$ cat config.mk
export PLATFORM = sky130hd
export DESIGN_NAME = carbon_dbg_runctl_flat
export DESIGN_NICKNAME = d
export VERILOG_FILES = /design/src/rtl/carbon_arch_pkg.sv /design/src/rtl/carbon_dbg_runctl_if.sv /design/src/rtl/carbon_dbg_csr_regs.sv /design/src/rtl/carbon_dbg_runctl.sv /design/src/flat_wrapper.sv
export SDC_FILE = /design/constraint.sdc
export NUM_CORES = 1
export LEC_CHECK = 0
export CORE_UTILIZATION = 26
export CTS_CLUSTER_SIZE = 24
export DETAILED_ROUTE_END_ITERATION = 6
export PLACE_DENSITY_LB_ADDON = 0.12
export RECOVER_POWER = 100
export SLEW_MARGIN = 20
export SYNTH_ARGS = -nofsm -noshare
export SYNTH_HDL_FRONTEND = slang
export SYNTH_SLANG_ARGS = --single-unit
$ cat constraint.sdc
create_clock -name clk -period 2.15 [get_ports clk]
set_input_delay 0.3225 -clock clk [delete_from_list [all_inputs] [get_ports clk]]
set_output_delay 0.3225 -clock clk [all_outputs]
set_load 0.01 [all_outputs]
$ cat src/rtl/carbon_arch_pkg.sv
// Shared Carbon architecture definitions used by the debug run-control block:
// run-control state encoding, debug CSR addresses and register bit positions.
package carbon_arch_pkg;

    // Debug CSR addresses in the machine-debug CSR window.
    localparam logic [31:0] CARBON_CSR_DBG_CTRL   = 32'h0000_07C0;
    localparam logic [31:0] CARBON_CSR_DBG_STEP   = 32'h0000_07C1;
    localparam logic [31:0] CARBON_CSR_DBG_STATUS = 32'h0000_07C2;

    // DBG_STATUS bit positions.
    localparam int DBG_STATUS_HALTED_BIT    = 0;
    localparam int DBG_STATUS_STEP_DONE_BIT = 1;
    localparam int DBG_STATUS_BUSY_BIT      = 2;

    // DBG_CTRL: 1 requests a halt, 0 requests a resume.
    localparam int DBG_CTRL_HALT_BIT = 0;

    // DBG_STEP: 1 requests a single step.
    localparam int DBG_STEP_GO_BIT = 0;

    // Run-control state.
    typedef enum logic [2:0] {
        DBG_ST_RUN        = 3'd0,
        DBG_ST_HALT_PEND  = 3'd1,
        DBG_ST_HALTED     = 3'd2,
        DBG_ST_STEP_EXEC  = 3'd3,
        DBG_ST_STEP_DRAIN = 3'd4
    } carbon_dbg_state_e;

    // Compose the DBG_STATUS read value from the run-control state.
    function automatic logic [31:0] dbg_status_word(input carbon_dbg_state_e st,
                                                    input logic step_done);
        logic [31:0] w;
        w = '0;
        w[DBG_STATUS_HALTED_BIT]    = (st == DBG_ST_HALTED);
        w[DBG_STATUS_STEP_DONE_BIT] = step_done;
        w[DBG_STATUS_BUSY_BIT]      = (st == DBG_ST_HALT_PEND) ||
                                      (st == DBG_ST_STEP_DRAIN);
        return w;
    endfunction

    // Compose the DBG_CTRL read value: halt bit set whenever not running.
    function automatic logic [31:0] dbg_ctrl_word(input carbon_dbg_state_e st);
        logic [31:0] w;
        w = '0;
        w[DBG_CTRL_HALT_BIT] = (st != DBG_ST_RUN);
        return w;
    endfunction

endpackage

$ cat src/rtl/carbon_dbg_runctl_if.sv
// Privileged CSR request/response bus between the core CSR unit (master)
// and the debug run-control responder (slave).
interface carbon_dbg_runctl_if;

    logic        csr_req_valid;
    logic        csr_req_ready;
    logic        csr_req_write;
    logic [31:0] csr_req_addr;
    logic [31:0] csr_req_wdata;
    logic [3:0]  csr_req_wstrb;
    logic [1:0]  csr_req_priv;
    logic        csr_rsp_valid;
    logic [31:0] csr_rsp_rdata;
    logic        csr_rsp_fault;

    modport master (
        output csr_req_valid,
        input  csr_req_ready,
        output csr_req_write,
        output csr_req_addr,
        output csr_req_wdata,
        output csr_req_wstrb,
        output csr_req_priv,
        input  csr_rsp_valid,
        input  csr_rsp_rdata,
        input  csr_rsp_fault
    );

    modport slave (
        input  csr_req_valid,
        output csr_req_ready,
        input  csr_req_write,
        input  csr_req_addr,
        input  csr_req_wdata,
        input  csr_req_wstrb,
        input  csr_req_priv,
        output csr_rsp_valid,
        output csr_rsp_rdata,
        output csr_rsp_fault
    );

endinterface

$ cat src/rtl/carbon_dbg_csr_regs.sv
// Debug CSR front end: address decode, privilege check, registered response
// and translation of accepted writes into halt/run/step command pulses.
module carbon_dbg_csr_regs
    import carbon_arch_pkg::*;
#(
    parameter logic [31:0] CSR_DBG_CTRL_ADDR   = CARBON_CSR_DBG_CTRL,
    parameter logic [31:0] CSR_DBG_STEP_ADDR   = CARBON_CSR_DBG_STEP,
    parameter logic [31:0] CSR_DBG_STATUS_ADDR = CARBON_CSR_DBG_STATUS,
    parameter logic [1:0]  MIN_PRIV            = 2'd1
) (
    input  logic              clk,
    input  logic              rst,
    carbon_dbg_runctl_if.slave csr,
    input  carbon_dbg_state_e state_i,
    input  logic              step_done_i,
    output logic              cmd_halt_o,
    output logic              cmd_run_o,
    output logic              cmd_step_o
);

    logic        rsp_valid_q, rsp_valid_d;
    logic [31:0] rsp_rdata_q, rsp_rdata_d;
    logic        rsp_fault_q, rsp_fault_d;

    logic accept;
    logic hit_ctrl, hit_step, hit_status;
    logic access_fault;
    logic unused_wbits;

    // Only one request in flight: ready drops during the response cycle.
    assign accept = csr.csr_req_valid & ~rsp_valid_q;

    assign hit_ctrl   = (csr.csr_req_addr == CSR_DBG_CTRL_ADDR);
    assign hit_step   = (csr.csr_req_addr == CSR_DBG_STEP_ADDR);
    assign hit_status = (csr.csr_req_addr == CSR_DBG_STATUS_ADDR);

    // Faulting accesses return zero data and have no side effect.
    assign access_fault = (csr.csr_req_priv < MIN_PRIV) ||
                          !(hit_ctrl || hit_step || hit_status) ||
                          (csr.csr_req_write && hit_status);

    // Only bit 0 of the lowest byte carries meaning in any debug register.
    assign unused_wbits = ^{csr.csr_req_wdata[31:1], csr.csr_req_wstrb[3:1]};

    // Decode the accepted request into command pulses and the next response.
    always_comb begin
        cmd_halt_o  = 1'b0;
        cmd_run_o   = 1'b0;
        cmd_step_o  = 1'b0;
        rsp_valid_d = accept;
        rsp_rdata_d = '0;
        rsp_fault_d = 1'b0;
        if (accept) begin
            if (access_fault) begin
                rsp_fault_d = 1'b1;
            end else if (csr.csr_req_write) begin
                if (csr.csr_req_wstrb[0]) begin
                    if (hit_ctrl) begin
                        if (csr.csr_req_wdata[DBG_CTRL_HALT_BIT]) begin
                            cmd_halt_o = 1'b1;
                        end else begin
                            cmd_run_o = 1'b1;
                        end
                    end else if (hit_step && csr.csr_req_wdata[DBG_STEP_GO_BIT]) begin
                        cmd_step_o = 1'b1;
                    end
                end
            end else begin
                if (hit_ctrl) begin
                    rsp_rdata_d = dbg_ctrl_word(state_i);
                end else if (hit_status) begin
                    rsp_rdata_d = dbg_status_word(state_i, step_done_i);
                end
            end
        end
    end

    // Response register; reset drops any pending response.
    always_ff @(posedge clk) begin
        if (rst) begin
            rsp_valid_q <= 1'b0;
            rsp_rdata_q <= '0;
            rsp_fault_q <= 1'b0;
        end else begin
            rsp_valid_q <= rsp_valid_d;
            rsp_rdata_q <= rsp_rdata_d;
            rsp_fault_q <= rsp_fault_d;
        end
    end

    assign csr.csr_req_ready = ~rsp_valid_q;
    assign csr.csr_rsp_valid = rsp_valid_q;
    assign csr.csr_rsp_rdata = rsp_rdata_q;
    assign csr.csr_rsp_fault = rsp_fault_q;

endmodule

$ cat src/rtl/carbon_dbg_runctl.sv
// Debug run-control responder: merges dbg_if request pulses with CSR-sourced
// commands, gates core execution and reports halt/step completion.
module carbon_dbg_runctl
    import carbon_arch_pkg::*;
#(
    parameter logic [31:0] CSR_DBG_CTRL_ADDR   = CARBON_CSR_DBG_CTRL,
    parameter logic [31:0] CSR_DBG_STEP_ADDR   = CARBON_CSR_DBG_STEP,
    parameter logic [31:0] CSR_DBG_STATUS_ADDR = CARBON_CSR_DBG_STATUS,
    parameter logic [1:0]  MIN_PRIV            = 2'd1
) (
    input  logic               clk,
    input  logic               rst,
    input  logic               halt_req,
    input  logic               run_req,
    input  logic               step_req,
    output logic               halt_ack,
    output logic               step_ack,
    carbon_dbg_runctl_if.slave csr,
    output logic               core_run_en,
    input  logic               core_retire,
    input  logic               core_idle
);

    carbon_dbg_state_e state_q, state_d;
    logic step_done_q, step_done_d;
    logic step_ack_q, step_ack_d;
    logic step_abort_q, step_abort_d;

    logic cmd_halt, cmd_run, cmd_step;
    logic halt_src, run_src, step_src;

    carbon_dbg_csr_regs #(
        .CSR_DBG_CTRL_ADDR  (CSR_DBG_CTRL_ADDR),
        .CSR_DBG_STEP_ADDR  (CSR_DBG_STEP_ADDR),
        .CSR_DBG_STATUS_ADDR(CSR_DBG_STATUS_ADDR),
        .MIN_PRIV           (MIN_PRIV)
    ) u_csr_regs (
        .clk        (clk),
        .rst        (rst),
        .csr        (csr),
        .state_i    (state_q),
        .step_done_i(step_done_q),
        .cmd_halt_o (cmd_halt),
        .cmd_run_o  (cmd_run),
        .cmd_step_o (cmd_step)
    );

    // Both request paths feed the same sources; priority is resolved below.
    assign halt_src = halt_req | cmd_halt;
    assign run_src  = run_req  | cmd_run;
    assign step_src = step_req | cmd_step;

    // Next-state and execution gating; halt beats step beats run.
    always_comb begin
        state_d      = state_q;
        step_done_d  = step_done_q;
        step_ack_d   = 1'b0;
        step_abort_d = step_abort_q;
        core_run_en  = 1'b0;
        case (state_q)
            DBG_ST_RUN: begin
                core_run_en = 1'b1;
                if (halt_src) begin
                    state_d = DBG_ST_HALT_PEND;
                end
            end
            DBG_ST_HALT_PEND: begin
                if (core_idle) begin
                    state_d = DBG_ST_HALTED;
                end
            end
            DBG_ST_HALTED: begin
                if (!halt_src) begin
                    if (step_src) begin
                        state_d      = DBG_ST_STEP_EXEC;
                        step_done_d  = 1'b0;
                        step_abort_d = 1'b0;
                    end else if (run_src) begin
                        state_d     = DBG_ST_RUN;
                        step_done_d = 1'b0;
                    end
                end
            end
            DBG_ST_STEP_EXEC: begin
                // Drop enable in the retire cycle so only one instruction issues.
                core_run_en = ~core_retire;
                if (halt_src) begin
                    state_d      = DBG_ST_STEP_DRAIN;
                    step_abort_d = 1'b1;
                end else if (core_retire) begin
                    state_d      = DBG_ST_STEP_DRAIN;
                    step_abort_d = 1'b0;
                end
            end
            DBG_ST_STEP_DRAIN: begin
                if (core_idle) begin
                    state_d = DBG_ST_HALTED;
                    if (!step_abort_q) begin
                        step_ack_d  = 1'b1;
                        step_done_d = 1'b1;
                    end
                end
            end
            default: begin
                state_d = DBG_ST_RUN;
            end
        endcase
    end

    // Run-control state register.
    always_ff @(posedge clk) begin
        if (rst) begin
            state_q      <= DBG_ST_RUN;
            step_done_q  <= 1'b0;
            step_ack_q   <= 1'b0;
            step_abort_q <= 1'b0;
        end else begin
            state_q      <= state_d;
            step_done_q  <= step_done_d;
            step_ack_q   <= step_ack_d;
            step_abort_q <= step_abort_d;
        end
    end

    assign halt_ack = (state_q == DBG_ST_HALTED);
    assign step_ack = step_ack_q;

endmodule

$ cat src/flat_wrapper.sv
// flat-port wrapper written by rule: the top's interface ports become plain ports
module carbon_dbg_runctl_flat import carbon_arch_pkg::*;
#(
    parameter logic [31:0] CSR_DBG_CTRL_ADDR   = CARBON_CSR_DBG_CTRL,
    parameter logic [31:0] CSR_DBG_STEP_ADDR   = CARBON_CSR_DBG_STEP,
    parameter logic [31:0] CSR_DBG_STATUS_ADDR = CARBON_CSR_DBG_STATUS,
    parameter logic [1:0]  MIN_PRIV            = 2'd1
)
  (clk, rst, halt_req, run_req, step_req, halt_ack, step_ack, core_run_en, core_retire, core_idle, csr_csr_req_valid, csr_csr_req_ready, csr_csr_req_write, csr_csr_req_addr, csr_csr_req_wdata, csr_csr_req_wstrb, csr_csr_req_priv, csr_csr_rsp_valid, csr_csr_rsp_rdata, csr_csr_rsp_fault);
  carbon_dbg_runctl_if csr_i ();
  input  logic clk;
  input  logic rst;
  input  logic halt_req;
  input  logic run_req;
  input  logic step_req;
  output logic halt_ack;
  output logic step_ack;
  output logic core_run_en;
  input  logic core_retire;
  input  logic core_idle;
  input wire logic [$bits(csr_i.csr_req_valid)-1:0] csr_csr_req_valid;
  output wire logic [$bits(csr_i.csr_req_ready)-1:0] csr_csr_req_ready;
  input wire logic [$bits(csr_i.csr_req_write)-1:0] csr_csr_req_write;
  input wire logic [$bits(csr_i.csr_req_addr)-1:0] csr_csr_req_addr;
  input wire logic [$bits(csr_i.csr_req_wdata)-1:0] csr_csr_req_wdata;
  input wire logic [$bits(csr_i.csr_req_wstrb)-1:0] csr_csr_req_wstrb;
  input wire logic [$bits(csr_i.csr_req_priv)-1:0] csr_csr_req_priv;
  output wire logic [$bits(csr_i.csr_rsp_valid)-1:0] csr_csr_rsp_valid;
  output wire logic [$bits(csr_i.csr_rsp_rdata)-1:0] csr_csr_rsp_rdata;
  output wire logic [$bits(csr_i.csr_rsp_fault)-1:0] csr_csr_rsp_fault;
  assign csr_i.csr_req_valid = csr_csr_req_valid;
  assign csr_csr_req_ready = csr_i.csr_req_ready;
  assign csr_i.csr_req_write = csr_csr_req_write;
  assign csr_i.csr_req_addr = csr_csr_req_addr;
  assign csr_i.csr_req_wdata = csr_csr_req_wdata;
  assign csr_i.csr_req_wstrb = csr_csr_req_wstrb;
  assign csr_i.csr_req_priv = csr_csr_req_priv;
  assign csr_csr_rsp_valid = csr_i.csr_rsp_valid;
  assign csr_csr_rsp_rdata = csr_i.csr_rsp_rdata;
  assign csr_csr_rsp_fault = csr_i.csr_rsp_fault;
  carbon_dbg_runctl #(.CSR_DBG_CTRL_ADDR(CSR_DBG_CTRL_ADDR), .CSR_DBG_STEP_ADDR(CSR_DBG_STEP_ADDR), .CSR_DBG_STATUS_ADDR(CSR_DBG_STATUS_ADDR), .MIN_PRIV(MIN_PRIV)) u_core (.clk(clk), .rst(rst), .halt_req(halt_req), .run_req(run_req), .step_req(step_req), .halt_ack(halt_ack), .step_ack(step_ack), .csr(csr_i), .core_run_en(core_run_en), .core_retire(core_retire), .core_idle(core_idle));
endmodule
==> flow_results.org <==
** Logic synthesis
- In the synthesized netlist the async set-or-reset flop fraction comes to 0%.
- Synthesis inferred 11 register bits.
- The mapped netlist covers 950.9 µm².
- Unique masters post-synth :: 38
- In the post-synthesis netlist, the biggest area contributors are dfxtp_1 23%, buf_4 23%, nor4_2 3.9%, a21oi_1 3.7%, nor2_1 3.6%.
- The synthesized design devotes to its leading area cell type about 23% of total area.
- Average cell area after synthesis :: 7.924 µm²
- Library cell with the largest summed area after synthesis :: dfxtp_1
- Counting instances in the post-synthesis netlist gives the leading cell types as 29 x buf_4, 11 x dfxtp_1, 9 x nor2_1.
- In the synthesized netlist, the number of instances is 120.
- During synthesis, Yosys emitted a total of 0 warnings.
- For this run, the leading register cell type out of synthesis is dfxtp_1.
- Most instantiated library cell after synthesis :: buf_4
- Number of enable flip-flop cells after synthesis :: 0
- Share of synthesized area occupied by flip-flops and latches :: a little under a quarter

** Clock network
- TritonCTS clock tree :: yes
- Worst skew pair latency :: about 0.28 ns
- Clock tree synthesis found a total of 11 sinks.
- Clock tree synthesis inserted a total of 3 buffers.
- Deepest level of the CTS H-tree :: 1
- Clock Tree Root :: clkbuf_4
- After clock tree synthesis, the setup repair step added 0 buffers.
- Buffer depth of the longest clock path :: 2
- After clock tree synthesis, the clock-pin slew on the worst setup and hold paths is 0.07 ns.

** Power and ir drop
- Switching power summed over all nets :: 0.2262 mW
- VDD sags by at most about 0.00016 V.
- Net switching is between 30 and 40% of the power.
- Combinational logic is responsible for 42.3% of the overall power.
- For this design the ratio of total power to cell area is about 450 nW/µm².
- The analysis attributes to cell leakage a power of approximately 0.60 nW.
- Part of the total power dissipated in the clock network :: 22.1%
- Sequential cells burn ~36% of the power.
- Internal power comes to 0.4399 mW.

** Floorplanning
- The floorplan step defined a die boundary enclosing 3903 µm².
- The die is 62.48 µm tall.
- The floorplan has 21 rows.
- Once the floorplan was initialized, standard cells occupied 27.84% of the core.
- From left edge to right edge, the die measures 62.48 µm.
- The total area inside the core boundary comes to 3416 µm².
- Pin placement for this block handled 117 I/O pins.

** Timing
- For the final database, setup skew stands at roughly 0.011 ns.
- Post-route clock period utilization :: between 90% and 100%
- Number of failing hold endpoints at the final stage :: 0
- Number of max-slew violations in the final report :: 0
- Static timing analysis puts the maximum clock frequency at 0.4826 GHz.
- Setup violations remaining at the end of the flow were counted as 0.
- Final period demand of the worst path :: 2.072 ns
- Across all hold checks on the routed design, the worst slack comes to 0.4758 ns.
- Min setup slack post-route :: 0.07810 ns
- Setup repair after global routing missed its margin :: false

** Route
- Number of routed nets with antenna violations :: 0
- The first detailed-routing pass ran for 4 iterations.
- After the first detailed-routing iteration, the DRC count stood at 38.
- Drc violations :: 0
- After detailed routing, the average wire length per cell comes to roughly 10 µm.
- After detailed routing, the number of vias per cell comes to between 4 and 5.
- Via Count :: 982
- Total wire length :: 2258 µm

** Setup path
- Traced cell by cell, the critical path runs through clkdlybuf4s50_1 -> nor2_1 -> a21oi_1 -> nor2_1 -> dlygate4sd3_1.
- Startpoint class of the critical path :: input port
- STA puts the critical path data required time at 1.83 ns.
- The worst register-to-register path has a setup slack of 0.38 ns.
- The startpoint identified for the worst register-to-register timing path is u_core.state_q[1].
- Worst path bufs/invs :: 2
- Measured in cells, the most critical reg-to-reg path has a length of 6.
- Crit end category :: primary output
- The worst register-to-register path ends at u_core.state_q[1].
- Grouping stages by cell kind, the critical path spends the most delay in buffers and inverters.
- CP arrival :: 1.75 ns
- Worst Setup Path Type :: in -> out
- The critical path starts at core_retire.
- Following the worst setup path forward leads to its endpoint at core_run_en.
- For this run, the slowest stage of the critical path takes approximately 0.60 ns.
- Number of logic stages on the critical path including buffering :: 5
- Along the worst path, the maximum fanout reaches 4.
- The largest individual stage delay along the critical path comes from the cell dlygate4sd3_1.
- Most frequent CP cell :: nor2_1

** Hold path
- Number of cells on the worst hold path :: 2
- The worst hold path belongs to the class reg -> reg.
- Startpoint of the most critical hold path :: u_core.step_done_q

** Final layout
- Number of inserted diodes :: 0
- Final Util :: 42.97%
- Leaving out filler cells and counting taps, the final layout contains approximately 220.
- The area growth from synthesis to layout is 54.34%.
- Net count, final :: 257
- Cells with a size suffix above 1 make up 9.040% of the layout.

** Placed design
- The number of placed instances, taps included, is 219.
- Detailed placement ended at an HPWL of 1981 µm.
- Routability congestion estimate from global placement :: ~0.77
- During placement, the flow inserted port buffers numbering 53.
- Setup Slack @ Placement :: -0.1020 ns

** GRT
- Overflow left after global routing :: 0
- For this run, the total global-route usage over all layers was measured as 11.74%.
- The first global-routing pass estimated around 3700 µm of wire.
- Largest net degree at the start of global routing :: 12
- The number of global-route vias before repair was 885.
- Antenna violations before repair :: 0

** Flow run
- Max-cap violations in this run came to 0.

** Run status
- The flow ran to the end, and the final reports show no timing, DRC or antenna violations.
cells by family after synthesis:
family	count (synthesis)	synth area share, %
flip-flops	11	23.16
other	1	0.3944
AND/OR/NAND/NOR	40	26.85
XOR/XNOR	2	1.842
buffers and inverters	38	26.71
AO/OA/AOI/OAI	28	21.05
power by group through the flow:
stage	Combinational (mW)	Clock, mW	Sequential, mW
6_report	0.282	0.148	0.237
5_1_grt	0.310	0.161	0.239
3_5_place_dp	0.287	0	0.241
2_1_floorplan	0.193	0	0.228
4_1_cts	0.289	0.150	0.235
3_3_place_gp	0.286	0	0.240
per-stage QoR:
stage	total power [mW]	cell area, µm²	TNS [ns]
detailed placement	0.5276	1446	-0.2349
global placement	0.5257	1446	-0.1878
global route	0.7099	1468	0
finish	0.6661	1468	0
CTS	0.6745	1473	0
floorplan	0.4211	1056	0
placed cells by master, fill, tap and decap left out, drive strengths merged, types with 2 or more instances in the layout:
master / Yosys / final
o41ai: 2 / 2
nand4: 3 / 3
o211ai: 2 / 2
a31oi: 3 / 3
xnor2: 2 / 2
nor3: 3 / 3
and2: 2 / 2
buf: 31 / 4
o21ai: 5 / 5
nor2b: 3 / 3
dlygate4sd3: 0 / 9
clkdlybuf4s50: 0 / 44
nor4: 6 / 6
and3: 2 / 2
nand2: 3 / 3
nor2: 9 / 9
clkbuf: 2 / 5
conb: 1 / 29
inv: 5 / 5
a21oi: 7 / 7
nand3: 2 / 2
dfxtp: 11 / 11
a311oi: 3 / 3
o31ai: 2 / 2
state kept, by name (all words and copies together) (netlist names):
signal / count
u_core.u_csr_regs.csr.csr_rsp_rdata: 3
u_core.u_csr_regs.csr.csr_rsp_valid: 1
u_core.u_csr_regs.csr.csr_rsp_fault: 1
u_core.state_q: 3
u_core.step_abort_q: 1
u_core.step_ack: 1
u_core.step_done_q: 1
worst min-delay path, cell delays in order (launching register included):
cell	delay, ns
dfxtp_1	0.31
o31ai_1	0.06
a21oi_1	0.06
area by class of cell:
type	instances	area, µm²
sequential	11	221.5
fill	381	1948
timing repair buffer	58	568.0
inverter	5	18.77
tap	46	57.56
clock buffer	4	26.28
multi-input combinational	99	575.6
layer usage:
layer / routed length [µm] / vias up / GRT usage [%]
met2: 1066 / 61 / 19.84
met5: 0 / - / 0
li1: - / 491 / -
met3: 234 / 5 / 2.737
met4: 35 / 0 / 5.233
met1: 922 / 425 / 14.00
worst min path at each step:
stage                                                   endpoint
after floorplan                               u_core.step_done_q
after global placement                        u_core.step_done_q
after detailed placement                      u_core.step_done_q
after CTS                                     u_core.step_done_q
after global routing      u_core.u_csr_regs.csr.csr_rsp_rdata[1]
final                                         u_core.step_done_q
timing repair:
item | 4_1_cts | 5_1_grt
setup endpoints to repair | 0 | 1
gates resized for setup | 0 | 1
hold buffers | 0 | 0
(Power assumes the default switching activity.)
